## src/rtl/divisor_subtrator_4bits_pkg.sv

```systemverilog
// Shared types for the adder/mux/divider datapath family.
package sommux_pkg;

    typedef enum logic [1:0] {IDLE, CALC, DONE} div_state_t;

    localparam int WIDTH_DEF = 4;

endpackage

```

## src/rtl/mux2x1_4bits.sv

```systemverilog
// 2x1 operand multiplexer shared with the adder datapath: sel=0 picks a, sel=1 picks b.
module mux2x1_4bits
    import sommux_pkg::*;
#(
    parameter int WIDTH = WIDTH_DEF
) (
    input  logic [WIDTH-1:0] a,
    input  logic [WIDTH-1:0] b,
    input  logic             sel,
    output logic [WIDTH-1:0] y
);

    genvar gi;
    generate
        for (gi = 0; gi < WIDTH; gi++) begin : g_bit
            assign y[gi] = sel ? b[gi] : a[gi];
        end
    endgenerate

endmodule

```

## src/rtl/subtrator_4bits.sv

```systemverilog
// Combinational unsigned subtractor; caller guarantees a >= b so no borrow out is needed.
module subtrator_4bits
    import sommux_pkg::*;
#(
    parameter int WIDTH = WIDTH_DEF
) (
    input  logic [WIDTH-1:0] a,
    input  logic [WIDTH-1:0] b,
    output logic [WIDTH-1:0] diff
);

    assign diff = a - b;

endmodule

```

## src/rtl/divisor_subtrator_4bits.sv

```systemverilog
// Sequential unsigned divider by repeated subtraction, one subtraction per clock.
// Divisor is taken from ib or ic through the shared mux; start/done handshake.
module divisor_subtrator_4bits
    import sommux_pkg::*;
#(
    parameter int WIDTH = WIDTH_DEF
) (
    input  logic             clk,
    input  logic             rst_n,
    input  logic             start,
    input  logic [WIDTH-1:0] ia,
    input  logic [WIDTH-1:0] ib,
    input  logic [WIDTH-1:0] ic,
    input  logic             select,
    output logic             busy,
    output logic             done,
    output logic             div_by_zero,
    output logic [WIDTH-1:0] quotient,
    output logic [WIDTH-1:0] remainder
);

    div_state_t       state_reg;
    logic [WIDTH-1:0] rem_reg;
    logic [WIDTH-1:0] dvs_reg;
    logic [WIDTH-1:0] quo_reg;
    logic [WIDTH-1:0] dvs_next;
    logic [WIDTH-1:0] rem_next;
    logic             busy_reg;
    logic             done_reg;
    logic             dbz_reg;
    logic [WIDTH-1:0] quotient_reg;
    logic [WIDTH-1:0] remainder_reg;

    mux2x1_4bits #(.WIDTH(WIDTH)) u_mux (
        .a   (ib),
        .b   (ic),
        .sel (select),
        .y   (dvs_next)
    );

    subtrator_4bits #(.WIDTH(WIDTH)) u_sub (
        .a    (rem_reg),
        .b    (dvs_reg),
        .diff (rem_next)
    );

    always_ff @(posedge clk or negedge rst_n) begin
        if (!rst_n) begin
            state_reg     <= IDLE;
            rem_reg       <= '0;
            dvs_reg       <= '0;
            quo_reg       <= '0;
            busy_reg      <= 1'b0;
            done_reg      <= 1'b0;
            dbz_reg       <= 1'b0;
            quotient_reg  <= '0;
            remainder_reg <= '0;
        end else begin
            case (state_reg)
                IDLE: begin
                    done_reg <= 1'b0;
                    if (start) begin
                        rem_reg  <= ia;
                        dvs_reg  <= dvs_next;
                        quo_reg  <= '0;
                        dbz_reg  <= 1'b0;
                        busy_reg <= 1'b1;
                        if (dvs_next == '0) begin
                            // Zero divisor: skip CALC and report saturated quotient.
                            state_reg     <= DONE;
                            done_reg      <= 1'b1;
                            dbz_reg       <= 1'b1;
                            quotient_reg  <= '1;
                            remainder_reg <= ia;
                        end else begin
                            state_reg <= CALC;
                        end
                    end
                end
                CALC: begin
                    if (rem_reg >= dvs_reg) begin
                        rem_reg <= rem_next;
                        quo_reg <= quo_reg + WIDTH'(1);
                    end else begin
                        // Results are published on the same edge done rises.
                        state_reg     <= DONE;
                        done_reg      <= 1'b1;
                        quotient_reg  <= quo_reg;
                        remainder_reg <= rem_reg;
                    end
                end
                DONE: begin
                    done_reg  <= 1'b0;
                    busy_reg  <= 1'b0;
                    state_reg <= IDLE;
                end
                default: begin
                    state_reg <= IDLE;
                end
            endcase
        end
    end

    assign busy        = busy_reg;
    assign done        = done_reg;
    assign div_by_zero = dbz_reg;
    assign quotient    = quotient_reg;
    assign remainder   = remainder_reg;

endmodule

```

## config.mk

```make
export PLATFORM = sky130hd
export DESIGN_NAME = divisor_subtrator_4bits
export DESIGN_NICKNAME = d
export VERILOG_FILES = /design/src/rtl/divisor_subtrator_4bits_pkg.sv /design/src/rtl/mux2x1_4bits.sv /design/src/rtl/subtrator_4bits.sv /design/src/rtl/divisor_subtrator_4bits.sv
export SDC_FILE = /design/constraint.sdc
export NUM_CORES = 1
export LEC_CHECK = 0
export CAP_MARGIN = 25
export CORE_MARGIN = 4
export CORE_UTILIZATION = 53
export CTS_CLUSTER_SIZE = 40
export DETAILED_ROUTE_END_ITERATION = 8
export GPL_ROUTABILITY_DRIVEN = 0
export PLACE_DENSITY_LB_ADDON = 0.08
export RECOVER_POWER = 100
export SLEW_MARGIN = 10
export SYNTH_ARGS = -nofsm -noshare
export SYNTH_HDL_FRONTEND = slang
export SYNTH_SLANG_ARGS = --single-unit
```

## constraint.sdc

```tcl
create_clock -name clk -period 2.21 [get_ports clk]
set_input_delay 0.442 -clock clk [delete_from_list [all_inputs] [get_ports clk]]
set_output_delay 0.442 -clock clk [all_outputs]
set_load 0.05 [all_outputs]
```

Word level (Yosys, flattened, before mapping)
Index checks and enable logic that the tools add are counted.

Eq/ne operators: 6. Reductions and logical operators: 11. Add/subtract/negate cells: 2. Multiplexer cells: 28. $lt $le $gt $ge: 1.

Operators with widths (number): two-way mux 4 bit (10); case mux 4 bit (2 select lines) (4); two-way mux 1 bit (8); != test 2 bit (second input constant) (4); AND reduction 2 bit (4); two-way mux 2 bit (3); adder 4 x 1 -> 4 bit (second input constant) (1); >= comparator 4 bit (1); zero test 4 bit (1); case mux 2 bit (2 select lines) (1); AND reduction 4 bit (1); nonzero test 2 bit (2); subtractor 4 bit (1); case mux 1 bit (3 select lines) (1); AND reduction 3 bit (1); nonzero test 3 bit (1); == test 2 x 1 -> 1 bit (second input constant) (1); == test 2 bit (second input constant) (1); zero test 2 bit (1); case mux 1 bit (2 select lines) (1).

Register bits: 25. Word-level logic and storage cells: 57.

Depth between registers and ports, before layout
Depth after elaboration: 5. Gate-level depth with buffers: 8. Gate-level depth less buffers: 7.

Modules after synthesis
Synthesis repeated with hierarchy kept, for this count alone.

Cells, all modules: 167. Area, all modules: 1656.6 µm².

Modules (own cells, without submodules): divisor_subtrator_4bits (cells each 148, area each 1495.2 µm², instances 1); subtrator_4bits (cells each 15, area each 116.4 µm², instances 1); mux2x1_4bits (cells each 4, area each 45.0 µm², instances 1).

Least setup slack after synthesis
Ideal clock, no wire load.

Path type: reg2reg. From: register rem_reg[0]. To: register quotient_reg[0], in the netlist quotient[0]. Arrival: 1865 ps. Setup time: 125 ps. Path slack: 220 ps. Stages on the path, launching flop included: 8. Period minus slack after synthesis: 1990 ps. Cells stage by stage: dfrtp_1 > inv_1 > ha_1 > fa_1 > a21boi_2 > o211ai_2 > nor2_4 > mux2_4.

Longest elaborated chain between the ends: 3.

RTL lines: start, declared (RTL line divisor_subtrator_4bits.sv:23) `logic [WIDTH-1:0] rem_reg;`; start signal, assigned (RTL line divisor_subtrator_4bits.sv:63) `rem_reg <= ia;`; start signal, assigned (RTL line divisor_subtrator_4bits.sv:82) `rem_reg <= rem_next;`; >= comparator 4 bit (RTL line divisor_subtrator_4bits.sv:81) `if (rem_reg >= dvs_reg) begin`; != test 2 bit (no line); AND reduction 4 bit (no line); end signal, assigned (RTL line divisor_subtrator_4bits.sv:88) `quotient_reg <= quo_reg;`; end, declared (RTL line divisor_subtrator_4bits.sv:31) `logic [WIDTH-1:0] quotient_reg;`.

Every way passes these cells. A chain may end at the register's enable or synchronous reset.

Worst setup path in the final report
From: register rem_reg[0]. To: register remainder_reg[0], in the netlist remainder[0].

Longest elaborated chain between the ends: 3. Elaborated cells on any way between the ends: 5.

RTL lines: >= comparator 4 bit (RTL line divisor_subtrator_4bits.sv:81); != test 2 bit (no line); AND reduction 4 bit (no line); end signal, assigned (RTL line divisor_subtrator_4bits.sv:74) `remainder_reg <= ia;`; end signal, assigned (RTL line divisor_subtrator_4bits.sv:89) `remainder_reg <= rem_reg;`; end, declared (RTL line divisor_subtrator_4bits.sv:32) `logic [WIDTH-1:0] remainder_reg;`.

Several ways; a longest one is shown, not always the timed one. The select of a mux whose other input is x is not followed.

==> flow_metrics.tcl <==
set metrics [dict create \
    dpl.hpwl_um 2800 \
    holdPathStages 2 \
    dieHeight_um 63.7 \
    synthTopCellsByCount "25 x dfrtp_1, 20 x nand2_1, 14 x inv_1, 11 x o21ai_0" \
    end_kind "flip-flop" \
    finalWirelength_um 3560 \
    r2r.worst_path.cells 7 \
    finalPower_uw 2890 \
    io_pins 27 \
    routedWlPerCell_um 16.3 \
    min_period_over_period_pct 96.2 \
    placed_cell_area_um2 1960 \
    whs_ns 0.500 \
    drc 0 \
    coreArea_um2 2850 \
    synth_top_flop_cell "dfrtp_1" \
    synth_nets 181 \
    syn_area_per_cell_um2 10.6 \
    slew_viol_final 0 \
    die_area_um2 4050 \
    nNetsFinal 214 \
    seq_power_share_pct 28.5 \
    hold_violations 0 \
    power_frac_comb_pct 64.2 \
    tns_ns 0 \
    first_iter_violations 40 \
    critPathRequiredTime_ns 2.43 \
    seq_area_frac_synth_pct 38.1 \
    grt_max_degree 26 \
    grt_pass1_wl_um 6130 \
    rsz0062_at_grt "false" \
    die_w_um 63.7 \
    p_int_uw 1510 \
    diodes 0 \
    max_slew.worst_pin.slew_ns 1.40 \
    switching_power_uw 1380 \
    clockRootBuffer "clkbuf_4" \
    clock_path_buffers 2 \
    start_util_pct 57.5 \
    syn-instance-count 155 \
    syn_to_final_growth_pct 20.8 \
    vias_per_cell 5.78 \
    dr_total_vias 1259 \
    swShare_pct 47.7 \
    drt-pass1-iter-count 4 \
    relSlewSlack_pct 6.81 \
    fin_crit_ns 2.13 \
    setup_slack_ns 0.0843 \
    cp_max_fo 8 \
    r2r_slack_ns 0.08 \
    yosys-top-cells-area "dfrtp_1 38%, mux2_4 7.3%, ha_1 6.9%" \
    cts_tree "yes" \
    gr-usage-all-layers_pct 19.2 \
    async_flop_share_pct 100 \
    yosys_warnings 0 \
    syn_area_um2 1640 \
    p_per_area_nw_per_um2 1460 \
    crit_path_start_kind "flip-flop" \
    portBuffers 26 \
    yosysTopAreaCell "dfrtp_1" \
    clkTransAtPathRegs_ns 0.13 \
    num_rows 19 \
    postCtsSetupBuffers 0 \
    clkPwrFrac_pct 7.3 \
    drtAntennaViolNets 0 \
    synth-edff-count 0 \
    maxCapViolations 0 \
    final_layout_size_suffix_gt1_share_pct 15.5 \
    htree_levels 1 \
    ys_ff_latch 25 \
    status "finished, final reports clean" \
    final_cell_area_um2 1980 \
    yosysTopAreaCellShare_pct 38.1 \
    leakagePower_uw 0.000866 \
    fin_worst_skew_ns 0.00728 \
    arrival_ns 2.35 \
    clock_latency_ns 0.33 \
    synth.most_common_cell "dfrtp_1" \
    synth_cell_type_count 44 \
    grt_overflow 0 \
    grt_pass1_vias 1367 \
    clkSinkCount 25 \
    clock.fmax_mhz 470 \
    antenna_found_initial 0 \
    ir_drop_uv 752 \
    preCtsSetupSlack_ns 0.0171 \
    worst-setup-path-type "reg -> reg" \
    cts_buffers 3 \
    finalSetupViolations 0 \
    min_path_type "reg -> reg" \
]
-- critical path, cell delays in order (launching register included) --
cell and delay [ns]:
dfrtp_1 0.37, inv_1 0.06, ha_1 0.22, fa_1 0.47, a21boi_2 0.20, o211ai_2 0.25, nor2_4 0.13, mux2_4 0.31
-- final cells by class --
cell class	instances	area [µm²]
multi-input combinational	111	935
clock buffer	4	26.3
fill	222	870
timing repair buffer	33	305
sequential	25	626
inverter	14	52.6
tap	31	38.8
-- placed cells by master, fill, tap and decap left out, types with 2 or more instances in the layout --
cell type	count
clkbuf_4	3
dlygate4sd3_1	12
clkdlybuf4s50_1	14
nor2_1	6
buf_4	5
mux2_4	8
nand3_1	5
dfrtp_1	25
mux2i_1	9
clkbuf_1	3
mux2_2	3
o221ai_1	2
nand2b_1	5
ha_1	9
nand2_1	20
o21ai_0	11
o22a_1	2
mux2_1	2
a21oi_1	3
inv_1	14
-- per-layer routing --
layer	part of all wire [%]	wire [µm]	GRT usage, %	vias up
met5	0	0	0	-
met2	51	1800	34.6	38
met4	1.4	49	5.93	0
met3	3.8	137	2.66	5
li1	-	-	-	617
met1	44	1570	23.5	599
-- timing repair --
item                                   in CTS  in global routing
endpoints found under the hold margin       0                  0
hold buffers                                0                  0
resized for setup                           0                  2
setup endpoints to repair                   0                  6
-- through the flow --
stage          cells  utilization (%)
6_report         218             69.5
5_1_grt          218             69.5
4_1_cts          218             69.5
3_5_place_dp     214             68.6
3_3_place_gp     214             68.6
2_1_floorplan    155                -
-- power groups by stage --
stage / combinational, µW / clock, µW / sequential, µW
global placement: 1790 / 0 / 822
CTS: 1870 / 213 / 830
detailed placement: 1860 / 0 / 840
global route: 2030 / 229 / 860
finish: 1850 / 212 / 823
floorplan: 1060 / 0 / 1110
-- final timing paths --
kind                            startpoint            to
min in group asynchronous            rst_n    quo_reg[0]
worst min register to register  dvs_reg[2]    dvs_reg[2]
worst min-delay path            dvs_reg[2]    dvs_reg[2]
max in group asynchronous            rst_n    rem_reg[2]
worst max-delay path            rem_reg[0]  remainder[0]
worst max register to register  rem_reg[0]  remainder[0]
-- logic make-up (layout without fill, tap and decap cells) --
kind of cell / after synthesis / count (layout) / synth area share, %
multiplexers: 22 / 22 / 16.2
AO/OA/AOI/OAI: 31 / 31 / 14.6
AND/OR/NAND/NOR: 47 / 47 / 17.0
adder cells (fa/ha/maj): 10 / 10 / 8.08
XOR/XNOR: 1 / 1 / 0.534
flip-flops: 25 / 25 / 38.1
buffers and inverters: 19 / 51 / 5.41
Power figures use the tool's default switching activity.
